$ cat config.mk
export PLATFORM = sky130hd
export DESIGN_NAME = kbd_cmd_ctrl
export DESIGN_NICKNAME = d
export VERILOG_FILES = /design/src/rtl/kbd_cmd_ctrl.sv
export SDC_FILE = /design/constraint.sdc
export NUM_CORES = 1
export LEC_CHECK = 0
export ABC_AREA = 1
export BUFFER_PORTS_ARGS = -buffer_cell sky130_fd_sc_hd__buf_4
export CAP_MARGIN = 20
export CORE_UTILIZATION = 45
export DETAILED_ROUTE_END_ITERATION = 8
export GPL_TIMING_DRIVEN = 0
export PLACE_DENSITY = 0.71
export SYNTH_ARGS = -nofsm -noshare
export SYNTH_HDL_FRONTEND = slang
export SYNTH_SLANG_ARGS = --single-unit
$ cat constraint.sdc
create_clock -name clk -period 3.5 [get_ports clk]
set_input_delay 0.175 -clock clk [delete_from_list [all_inputs] [get_ports clk]]
set_output_delay 0.175 -clock clk [all_outputs]
set_load 0.01 [all_outputs]
$ cat src/rtl/kbd_cmd_ctrl.sv
// Keyboard command controller: synchronises the PS/2 ready strobe and decodes ASCII letters
// into play/direction/restart/speed controls. Optional macro KBD_LOWER_CASE_EN accepts lowercase.
module kbd_cmd_ctrl #(
    parameter int unsigned LETTER_W      = 8,
    parameter int unsigned SPEED_W       = 16,
    parameter int unsigned SPEED_DEFAULT = 1136,
    parameter int unsigned SPEED_STEP    = 64,
    parameter int unsigned SPEED_MIN     = 256,
    parameter int unsigned SPEED_MAX     = 4096
) (
    input  logic                clk,
    input  logic                rst_n,
    input  logic                kbd_ready,
    input  logic [LETTER_W-1:0] letter,
    input  logic                restart_done,
    output logic                start,
    output logic                direction,
    output logic                restart,
    output logic [SPEED_W-1:0]  speed_div,
    output logic                cmd_valid,
    output logic                cmd_err
);

    if (64'(SPEED_MAX) >= (64'd1 << SPEED_W) || SPEED_MIN > SPEED_MAX) begin : g_param_err
        $error("kbd_cmd_ctrl: speed bounds do not fit SPEED_W");
    end

    typedef enum logic {IDLE, WAIT_DONE} state_t;

    localparam logic [7:0] K_E = 8'h45;
    localparam logic [7:0] K_D = 8'h44;
    localparam logic [7:0] K_F = 8'h46;
    localparam logic [7:0] K_B = 8'h42;
    localparam logic [7:0] K_R = 8'h52;
    localparam logic [7:0] K_U = 8'h55;
    localparam logic [7:0] K_L = 8'h4C;
    localparam logic [7:0] K_N = 8'h4E;

    localparam logic [SPEED_W:0]   STEP_X = (SPEED_W+1)'(SPEED_STEP);
    localparam logic [SPEED_W:0]   MIN_X  = (SPEED_W+1)'(SPEED_MIN);
    localparam logic [SPEED_W:0]   MAX_X  = (SPEED_W+1)'(SPEED_MAX);
    localparam logic [SPEED_W-1:0] MIN_S  = SPEED_W'(SPEED_MIN);
    localparam logic [SPEED_W-1:0] MAX_S  = SPEED_W'(SPEED_MAX);
    localparam logic [SPEED_W-1:0] DEF_S  = SPEED_W'(SPEED_DEFAULT);

    state_t               state_q, state_d;
    logic                 s1_q, s2_q, s3_q;
    logic                 start_q, start_d;
    logic                 dir_q, dir_d;
    logic [SPEED_W-1:0]   speed_q, speed_d;
    logic                 valid_q, valid_d;
    logic                 err_q, err_d;
    logic                 ev;
    logic                 hi_zero;
    logic [7:0]           code;
    logic [SPEED_W:0]     spd_up, spd_dn;

    assign ev      = s2_q & ~s3_q;
    assign hi_zero = ((letter >> 8) == '0);
    assign spd_up  = {1'b0, speed_q} + STEP_X;
    assign spd_dn  = {1'b0, speed_q} - STEP_X;

    always_comb begin
        code = letter[7:0];
`ifdef KBD_LOWER_CASE_EN
        // Clearing bit 5 folds 'a'..'z' onto 'A'..'Z'.
        if (code >= 8'h61 && code <= 8'h7A) begin
            code = code & 8'hDF;
        end
`endif
    end

    always_ff @(posedge clk or negedge rst_n) begin
        if (!rst_n) begin
            s1_q    <= 1'b0;
            s2_q    <= 1'b0;
            s3_q    <= 1'b0;
            state_q <= IDLE;
            start_q <= 1'b0;
            dir_q   <= 1'b1;
            speed_q <= DEF_S;
            valid_q <= 1'b0;
            err_q   <= 1'b0;
        end else begin
            s1_q    <= kbd_ready;
            s2_q    <= s1_q;
            s3_q    <= s2_q;
            state_q <= state_d;
            start_q <= start_d;
            dir_q   <= dir_d;
            speed_q <= speed_d;
            valid_q <= valid_d;
            err_q   <= err_d;
        end
    end

    always_comb begin
        state_d = state_q;
        start_d = start_q;
        dir_d   = dir_q;
        speed_d = speed_q;
        valid_d = 1'b0;
        err_d   = 1'b0;
        if (ev) begin
            valid_d = hi_zero;
            if (hi_zero) begin
                case (code)
                    K_E: start_d = 1'b1;
                    K_D: start_d = 1'b0;
                    K_F: dir_d   = 1'b1;
                    K_B: dir_d   = 1'b0;
                    K_R: begin
                        if (state_q == IDLE) state_d = WAIT_DONE;
                        else                 valid_d = 1'b0;
                    end
                    K_U: speed_d = (spd_dn[SPEED_W] || spd_dn < MIN_X) ? MIN_S : spd_dn[SPEED_W-1:0];
                    K_L: speed_d = (spd_up > MAX_X) ? MAX_S : spd_up[SPEED_W-1:0];
                    K_N: speed_d = DEF_S;
                    default: valid_d = 1'b0;
                endcase
            end
            err_d = ~valid_d;
        end
        if (state_q == WAIT_DONE && restart_done) begin
            state_d = IDLE;
        end
    end

    assign start     = start_q;
    assign direction = dir_q;
    assign restart   = (state_q == WAIT_DONE);
    assign speed_div = speed_q;
    assign cmd_valid = valid_q;
    assign cmd_err   = err_q;

endmodule

==> results.sh <==
export IMPL_start_util_pct=48.6
export IMPL_critical_path_arrival_ps=2300
export IMPL_dp_hpwl_um=2590
export IMPL_fin_crit_ps=2090
export IMPL_grt_pass1_vias=1239
export IMPL_grt_first_pass_wirelength_um=5530
export IMPL_firstDrtPassIters=4
export IMPL_path_clk_slew_ps=110
export IMPL_ys_flop_type="dfrtp_1"
export IMPL_drv_slew=0
export IMPL_vias=1391
export IMPL_worstSkewPairLatency_ps=300
export IMPL_dp_cells=284
export IMPL_vdd_drop_max_mv=0.254
export IMPL_place_congestion=0.880
export IMPL_setup_tns_ps=0
export IMPL_filler_cell_count=319
export IMPL_crit_path_end_kind="register"
export IMPL_cts_tree="done"
export IMPL_synth_edf_count=0
export IMPL_hold_class="input port to register"
export IMPL_avgSynthCellArea_um2=7.33
export IMPL_synthArstFlopShare_pct=100
export IMPL_track_usage_pct=20.4
export IMPL_finalSetupViolations=0
export IMPL_skew_ps=19.4
export IMPL_rsz0062_at_grt="no"
export IMPL_reg2reg_depth=12
export IMPL_die_h_um=60.4
export IMPL_antenna_found_initial=0
export IMPL_critPathRequiredTime_ps=3710
export IMPL_grt_overflow=0
export IMPL_port_buffers=28
export IMPL_synth_distinct_cells=34
export IMPL_grt_max_degree=20
export IMPL_critPathMaxFanout=6
export IMPL_numCtsBuffers=3
export IMPL_finalNetCount=262
export IMPL_design_core_area_mm2=0.00315
export IMPL_cts_post_setup_buffers_inserted=0
export IMPL_critical_path_class="register to register"
export IMPL_clock_fmax_mhz=480
export IMPL_cts_root_buf="clkbuf_4"
export IMPL_critPathLaunch="speed_div[6]"
export IMPL_reg2reg_from="speed_div[6]"
export IMPL_hold_viol_final=0
export IMPL_htreeDepth=1
export IMPL_min_period_over_period_pct=59.6
export IMPL_die_area_mm2=0.00364
export IMPL_power_leakage_nw=0.899
export IMPL_cts_resized_gates=0
export IMPL_yosysWarnings=0
export IMPL_row_count=20
export IMPL_synth_seq_cells=19
export IMPL_yosysSeqAreaShare_pct=31.3
export IMPL_reg2reg_slack_ps=1410
export IMPL_synthesis_instances=209
export IMPL_clockBufferDepth=2
export IMPL_seq_area_um2=480
export IMPL_drc_errors=0
export IMPL_syn_cell_area_mm2=0.00153
export IMPL_start_kind="register"
export IMPL_io_pins=33
export IMPL_wl_um=3240
export IMPL_maxCapViolCount=0
export IMPL_multiInputGateArea_um2=891
export IMPL_area_growth_syn_to_layout_pct=21.1
export IMPL_status="complete, no violations"
export IMPL_layout_drive_gt1_share_pct=31.3
export IMPL_ctsHoldBuffers=2
export IMPL_finalNonFillerCells=290
export IMPL_clkSinkCount=19
export IMPL_viasPerCell=4.80
export IMPL_antennaDiodeCount=0
export IMPL_powerDensity_mw_per_mm2=339
export IMPL_crit_end="speed_div[7]"
export IMPL_drtIter0Drc=62
export IMPL_antenna_left=0
export IMPL_dieWidth_um=60.4
export IMPL_reg2reg_to="speed_div[7]"
export IMPL_routedWlPerCell_um=11.2
## kinds of logic (layout without fill, tap and decap cells)
family | Yosys count | in the layout | synth area share [%]
adders and majority gates | 3 | 3 | 2.45
other | 1 | 4 | 0.245
DFF | 19 | 19 | 31.3
xor gates and xnor gates | 4 | 4 | 2.78
buffers and inverters | 33 | 67 | 11.3
and+or+nand+nor | 128 | 128 | 42.6
muxes | 2 | 2 | 1.47
AOI/OAI and AO/OA | 19 | 19 | 7.84
## where the power goes
part	total, mW	switching, mW	internal (mW)
clock	0.109	0.0648	0.0444
combinational	0.255	0.148	0.107
sequential	0.264	0.0247	0.239
total	0.628	0.237	0.391
## cells in the mapped netlist (4+ instances only)
cell type / number / area [µm²]
a31oi_1: 4 / 25.0
buf_4: 5 / 37.5
buf_6: 4 / 45.0
dfrtp_1: 15 / 375
dfstp_2: 4 / 105
inv_1: 21 / 78.8
nand2_1: 43 / 161
nand2_2: 9 / 56.3
nand3_1: 17 / 85.1
nor2_1: 31 / 116
nor2_2: 4 / 25.0
nor2_4: 9 / 101
nor3_1: 4 / 20.0
o21ai_1: 4 / 20.0
## per-stage QoR
step	utilization, %	hold WS (ps)	total power [mW]	instance area (µm²)	setup WS [ps]
final	58.8	78.2	0.628	1860	1410
after global routing	58.8	68.1	0.676	1860	1240
after CTS	58.8	74.5	0.635	1860	1400
after detailed placement	57.4	64.6	0.522	1810	1430
after global placement	57.4	61.8	0.520	1810	1430
after floorplan	-	-121	0.447	1540	1600
## critical path: stages (launching register included)
cell and delay [ps]:
dfstp_2 580, inv_1 160, ha_1 330, xnor2_1 200
nand2_1 70, nor2_1 100, nand3_1 70, nor2_1 110
nand2_2 100, nand2_2 100, nor2_1 40, nor2_1 80
nor2_1 40
## worst min-delay path by stage
stage                  from  endpoint  slack, ps  depth (start not counted)
4_1_cts        restart_done   restart         70                          2
5_1_grt        restart_done   restart         70                          2
3_5_place_dp          rst_n   restart         60                          1
6_report       restart_done   restart         80                          2
2_1_floorplan         rst_n   cmd_err       -120                          0
3_3_place_gp          rst_n   restart         60                          1
## registers in the layout, summed over array words and instances (netlist names)
register   cells
restart        1
s1_q           1
speed_div     11
cmd_valid      1
start          1
s2_q           1
cmd_err        1
s3_q           1
direction      1
## cell type report
class                           instances  area share, %
Buffer                                  9           4.45
Timing Repair Buffer                   30           12.4
Clock buffer                            4           1.42
Sequential cell                        19           25.9
Tap cell                               44           2.97
Inverter                               24           4.86
Multi-Input combinational cell        160           48.0
## metal layers
metal	track usage (%)	part of all wire (%)	vias to the layer above	routed length, µm
li1	-	-	738	-
met1	29.1	49	618	1570
met2	32.5	46	29	1500
met3	3.84	3.8	6	123
met4	4.32	1.4	0	44
met5	0	0	-	0
## cells in the final DEF, fill, tap and decap left out, drive strengths merged, types with 5 or more instances in the layout
master / n
nand2: 52
nor2: 44
buf: 37
inv: 23
nand3: 20
dfrtp: 15
o21ai: 5
(Power assumes the default switching activity.)
